$ cat src/rtl/merge_pkg.sv
`default_nettype none
// =============================================================================
// merge_pkg : shared arbitration-mode constants and source-id width helper
// Rev 1.0
// =============================================================================
package merge_pkg;

    localparam int ARB_FIXED = 0;
    localparam int ARB_RR    = 1;

    // Source-id width: at least one bit, even for a single channel.
    function automatic int sid_width(input int width);
        return (width > 1) ? $clog2(width) : 1;
    endfunction

endpackage : merge_pkg
`default_nettype wire

$ cat src/rtl/rr_arbiter.sv
`default_nettype none
// =============================================================================
// rr_arbiter : combinational one-hot grant, fixed-priority or round-robin
// Rev 1.0
// =============================================================================
module rr_arbiter
    import merge_pkg::*;
#(
    parameter int WIDTH    = 4,
    parameter int ARB_MODE = ARB_RR
) (
    input  logic             clk,
    input  logic             rst,
    input  logic [WIDTH-1:0] req,
    input  logic             advance,
    output logic [WIDTH-1:0] grant
);

    localparam int SIDW = sid_width(WIDTH);

    generate
        if (WIDTH == 1) begin : g_single
            assign grant = req;
        end else begin : g_multi
            logic [SIDW-1:0] r_ptr;
            logic [SIDW-1:0] w_start;
            logic [SIDW-1:0] w_gidx;
            logic            w_found;

            assign w_start = (ARB_MODE == ARB_FIXED) ? '0 : r_ptr;

            // Scan upward from the start index, wrapping past WIDTH-1.
            always_comb begin
                int j;
                j       = 0;
                grant   = '0;
                w_gidx  = '0;
                w_found = 1'b0;
                for (int i = 0; i < WIDTH; i++) begin
                    j = int'(w_start) + i;
                    if (j >= WIDTH) begin
                        j = j - WIDTH;
                    end
                    if (!w_found && req[j]) begin
                        grant[j] = 1'b1;
                        w_gidx   = SIDW'(j);
                        w_found  = 1'b1;
                    end
                end
            end

            always_ff @(posedge clk or posedge rst) begin
                if (rst) begin
                    r_ptr <= '0;
                end else if (advance && w_found) begin
                    r_ptr <= (w_gidx == SIDW'(WIDTH - 1)) ? '0 : w_gidx + 1'b1;
                end
            end
        end
    endgenerate

endmodule : rr_arbiter
`default_nettype wire

$ cat src/rtl/arb_merge.sv
`default_nettype none
// =============================================================================
// arb_merge : N-to-1 valid/ready merge with arbiter and 2-entry output FIFO
// Rev 1.0
// =============================================================================
module arb_merge
    import merge_pkg::*;
#(
    parameter  int WIDTH     = 4,
    parameter  int DATAWIDTH = 32,
    parameter  int ARB_MODE  = ARB_RR,
    localparam int SIDW      = sid_width(WIDTH)
) (
    input  logic                 clk,
    input  logic                 rst,
    input  logic [WIDTH-1:0]     v_vld,
    input  logic [DATAWIDTH-1:0] v_pld [WIDTH],
    output logic [WIDTH-1:0]     v_rdy,
    output logic                 vld,
    output logic [DATAWIDTH-1:0] pld,
    output logic [SIDW-1:0]      sid,
    input  logic                 rdy
);

    logic [WIDTH-1:0]     w_grant;
    logic                 w_full;
    logic                 w_push;
    logic                 w_pop;
    logic [SIDW-1:0]      w_gidx;
    logic [DATAWIDTH-1:0] w_gpld;

    logic [1:0]           r_count;
    logic                 r_wr;
    logic                 r_rd;
    logic [DATAWIDTH-1:0] r_pld [2];
    logic [SIDW-1:0]      r_sid [2];

    rr_arbiter #(
        .WIDTH    (WIDTH),
        .ARB_MODE (ARB_MODE)
    ) u_arb (
        .clk     (clk),
        .rst     (rst),
        .req     (v_vld),
        .advance (w_push),
        .grant   (w_grant)
    );

    // Ready is also forced low while reset is held, not just when full.
    assign w_full = (r_count == 2'd2);
    assign v_rdy  = (rst || w_full) ? '0 : w_grant;
    assign w_push = |v_rdy;
    assign w_pop  = vld && rdy;

    always_comb begin
        w_gidx = '0;
        w_gpld = '0;
        for (int i = 0; i < WIDTH; i++) begin
            if (w_grant[i]) begin
                w_gidx = w_gidx | SIDW'(i);
                w_gpld = w_gpld | v_pld[i];
            end
        end
    end

    always_ff @(posedge clk or posedge rst) begin
        if (rst) begin
            r_count <= 2'd0;
            r_wr    <= 1'b0;
            r_rd    <= 1'b0;
            for (int i = 0; i < 2; i++) begin
                r_pld[i] <= '0;
                r_sid[i] <= '0;
            end
        end else begin
            if (w_push) begin
                r_pld[r_wr] <= w_gpld;
                r_sid[r_wr] <= w_gidx;
                r_wr        <= ~r_wr;
            end
            if (w_pop) begin
                r_rd <= ~r_rd;
            end
            case ({w_push, w_pop})
                2'b10:   r_count <= r_count + 2'd1;
                2'b01:   r_count <= r_count - 2'd1;
                default: r_count <= r_count;
            endcase
        end
    end

    assign vld = (r_count != 2'd0);
    assign pld = r_pld[r_rd];
    assign sid = r_sid[r_rd];

endmodule : arb_merge
`default_nettype wire

$ cat config.mk
export PLATFORM = sky130hd
export DESIGN_NAME = arb_merge
export DESIGN_NICKNAME = d
export VERILOG_FILES = /design/src/rtl/merge_pkg.sv /design/src/rtl/rr_arbiter.sv /design/src/rtl/arb_merge.sv
export SDC_FILE = /design/constraint.sdc
export NUM_CORES = 1
export LEC_CHECK = 0
export CORE_ASPECT_RATIO = 1.1
export CORE_MARGIN = 1
export CORE_UTILIZATION = 35
export CTS_BUF_LIST = sky130_fd_sc_hd__clkbuf_16
export CTS_CLUSTER_DIAMETER = 40
export CTS_CLUSTER_SIZE = 30
export DETAILED_ROUTE_END_ITERATION = 16
export SYNTH_ARGS = -nofsm -noshare
export SYNTH_HDL_FRONTEND = slang
export SYNTH_SLANG_ARGS = --single-unit
$ cat constraint.sdc
create_clock -name clk -period 6.5 [get_ports clk]
set_input_delay 1.3 -clock clk [delete_from_list [all_inputs] [get_ports clk]]
set_output_delay 1.3 -clock clk [all_outputs]
set_load 0.1 [all_outputs]
==> results.cfg <==
[worst_setup_path]
crit_path_end_kind = output pin
critPathMaxStageDelay_ns = 0.82
crit_start = v_vld[2]
critPathTopFamily = compound AO/OA/AOI/OAI gates
timing_worst_setup_path_type = in2out
crit_buf_inv = 2
critPathLaunchType = input port
crit_end = v_rdy[3]
critical_path_cell_count = 7
rr_worst_depth = 9
path_max_fanout = 16
worstPathRequired_ns = 5.20
crit_top_cell = sky130_fd_sc_hd__nor2_1
reg2reg_slack_ns = 1.62
timing.critical_path.cells = clkdlybuf4s50_1 > mux2i_1 > nand4_1 > a32oi_2 > nor2_1 > nor2_1 > buf_12
critical_path.reg2reg.endpoint = r_pld[8]$_DFFE_PP0P_
slowest_cell_on_the_critical_path = sky130_fd_sc_hd__a32oi_2
cp_data_arrival_time_ns = 4.10

[die]
io_pins = 174
chipHeight_um = 127.9
dieWidth_um = 116.5
placement_rows = 45
design.die.area_um2 = 14890
initial_core_util_pct = 36.27
placeableCoreArea_um2 = 13910

[global_route]
globalRouteOverflowTotal = 0
largest_net_degree_at_the_start_of_global_routing = 75
grt_pass1_wl_um = 24350
antenna_found_initial = 0
number_of_global_route_vias_before_repair = 4717
groute.usage.overall_pct = 21.10

[timing]
setup_total_negative_slack_ns = 0
timing.final.crit_share_pct = 83.08
finalMaxSlewViolations = 0
setup_violations = 0
slew_headroom_pct = 30.59
clock_skew_ns = 0.004580
tightest_slew_ns = 1.038
grt_setup_unrepaired = no
final-hold-violation-count = 0
max_clock_freq_ghz = 0.1852
final.min_clock_period_ns = 5.400
holdWs_ns = 0.4878

[finish]
insertedDiodeCount = 0
multi_input_comb_area_um2 = 2952
layout-drive-gt1-share_pct = 23.25
final_net_count = 763
final_util_pct = 52.08
seq_cell_area_um2 = 1853
fillCellCount = 1256
final_cell_mix = sky130_fd_sc_hd__clkdlybuf4s50_1 (169), sky130_fd_sc_hd__o21ai_0 (129), sky130_fd_sc_hd__dfrtp_1 (73)
final_common_cell = sky130_fd_sc_hd__clkdlybuf4s50_1
layout_area_overhead_pct = 43.61

[clocking]
clock_slew_at_reported_path_ffs_ns = 0.06
clk_root_buffer_cell = sky130_fd_sc_hd__clkbuf_16
clock_latency_ns = 0.33
cts_num_sinks = 74
cts_max_level = 3
numCtsBuffers = 9
cts.repair_timing.setup_buffer_count = 0
max_buffers_root_to_sink = 2
cts-hold-fix-buffers = 0
tritoncts_clock_tree = done
ctsResizeCount = 0

[worst_hold_path]
worstHoldPathType = reg2reg

[drt]
detailroute.via_count = 4568
drt_drc_violations_left = 0
wire_per_inst_um = 18.74
finalWirelength_um = 15290
drt_iter0_markers = 291
dr.pass1.iters = 5
route.detailed.vias_per_inst = 5.598
ant_nets = 0

[place]
gpl.final_weighted_congestion = 0.7853
io_port_bufs = 173
detailed_place_hpwl_um = 10450

[logic_synthesis]
sequential_element_share_of_the_synthesized_area_pct = 36.72
combined_area_of_all_synthesized_cells_um2 = 5044
postSynth.topFlopCell = sky130_fd_sc_hd__dfrtp_1
synthCells = 472
number_of_flops_mapped_to_enable_cells_by_yosys = 0
synth-seq-cells = 74
synth_area_per_cell_um2 = 10.69
postSynthNetCount = 612
synth_warnings = 0
unique_cell_type_count_in_the_yosys_netlist = 43
async_flop_share_pct = 100.0

[job]
maxCapViolations = 0

[run_status]
run_status = finished clean
==> synthesized netlist by cell type (2+ instances only) <==
| cell | count | share of area (%) |
|---|---|---|
| sky130_fd_sc_hd__inv_1 | 9 | 0.67 |
| sky130_fd_sc_hd__buf_8 | 6 | 1.8 |
| sky130_fd_sc_hd__buf_6 | 3 | 0.67 |
| sky130_fd_sc_hd__a31oi_2 | 3 | 0.74 |
| sky130_fd_sc_hd__buf_1 | 3 | 0.22 |
| sky130_fd_sc_hd__a31oi_1 | 3 | 0.37 |
| sky130_fd_sc_hd__o221ai_1 | 2 | 0.35 |
| sky130_fd_sc_hd__dfrtp_1 | 74 | 37 |
| sky130_fd_sc_hd__ha_1 | 5 | 1.2 |
| sky130_fd_sc_hd__mux2_1 | 8 | 1.8 |
| sky130_fd_sc_hd__nand4_1 | 40 | 5.0 |
| sky130_fd_sc_hd__buf_2 | 5 | 0.50 |
| sky130_fd_sc_hd__or3b_1 | 3 | 0.52 |
| sky130_fd_sc_hd__mux4_2 | 2 | 0.89 |
| sky130_fd_sc_hd__o21ai_0 | 129 | 13 |
| sky130_fd_sc_hd__mux2_2 | 39 | 8.7 |
| sky130_fd_sc_hd__xnor2_1 | 5 | 0.87 |
| sky130_fd_sc_hd__clkbuf_1 | 27 | 2.0 |
| sky130_fd_sc_hd__mux2_4 | 60 | 18 |
| sky130_fd_sc_hd__mux2i_1 | 4 | 0.79 |
| sky130_fd_sc_hd__nor2_1 | 10 | 0.74 |
| sky130_fd_sc_hd__a311o_1 | 2 | 0.40 |
| sky130_fd_sc_hd__a32oi_1 | 4 | 0.69 |
| sky130_fd_sc_hd__a21oi_1 | 4 | 0.40 |
| sky130_fd_sc_hd__nand2_1 | 4 | 0.30 |
==> flip-flops by register name, summed over array words and instances, names as in the netlist, named ones only <==
name / cells
r_sid: 4
u_arb.g_multi.r_ptr: 1
r_count: 2
r_rd: 1
r_wr: 1
r_pld: 64
==> cell type report <==
type / instances / share of cell area (%)
multi-input cells: 344 / 40.75
repair buffers: 184 / 25.60
flip-flops and latches: 74 / 25.58
well taps: 188 / 3.248
clock buffers: 9 / 3.109
clock inverters: 7 / 1.175
inverters: 10 / 0.5355
==> per-layer routing <==
metal	GRT usage [%]	up-vias	share of wire (%)
met3	3.546	22	5.1
met4	7.919	0	1.9
met5	0	-	0
li1	-	2080	-
met1	26.55	2293	44
met2	35.85	173	49
==> kinds of logic after synthesis <==
kind of cell	share of synthesized area [%]
XOR/XNOR	1.042
AND/OR/NAND/NOR	7.889
multiplexers	30.04
AO/OA/AOI/OAI	17.14
buffers and inverters	5.929
flip-flops	36.72
adder cells (fa/ha/maj)	1.240
==> worst min path at each step <==
stage | start | to | slack [ns] | cells after the start
6_report | r_pld[26]$_DFFE_PP0P_ | r_pld[26]$_DFFE_PP0P_ | 0.49 | 1
5_1_grt | r_pld[23]$_DFFE_PP0P_ | r_pld[23]$_DFFE_PP0P_ | 0.51 | 1
4_1_cts | r_pld[23]$_DFFE_PP0P_ | r_pld[23]$_DFFE_PP0P_ | 0.49 | 1
3_5_place_dp | r_pld[23]$_DFFE_PP0P_ | r_pld[23]$_DFFE_PP0P_ | 0.48 | 1
3_3_place_gp | r_pld[24]$_DFFE_PP0P_ | r_pld[24]$_DFFE_PP0P_ | 0.47 | 1
2_1_floorplan | r_pld[23]$_DFFE_PP0P_ | r_pld[23]$_DFFE_PP0P_ | 0.46 | 1
==> stage by stage <==
step                      worst slack (ns)  area [um2]  cells
after global placement               1.165        6933    800
after detailed placement             1.110        6933    800
final                                1.100        7243    816
after global routing                0.8486        7243    816
after CTS                            1.118        7243    816
after floorplan                     0.4152        5044    472
Power is left out: the tool's default activity adds up to more than one toggle a clock period on the data nets, which glitch-free logic cannot reach.
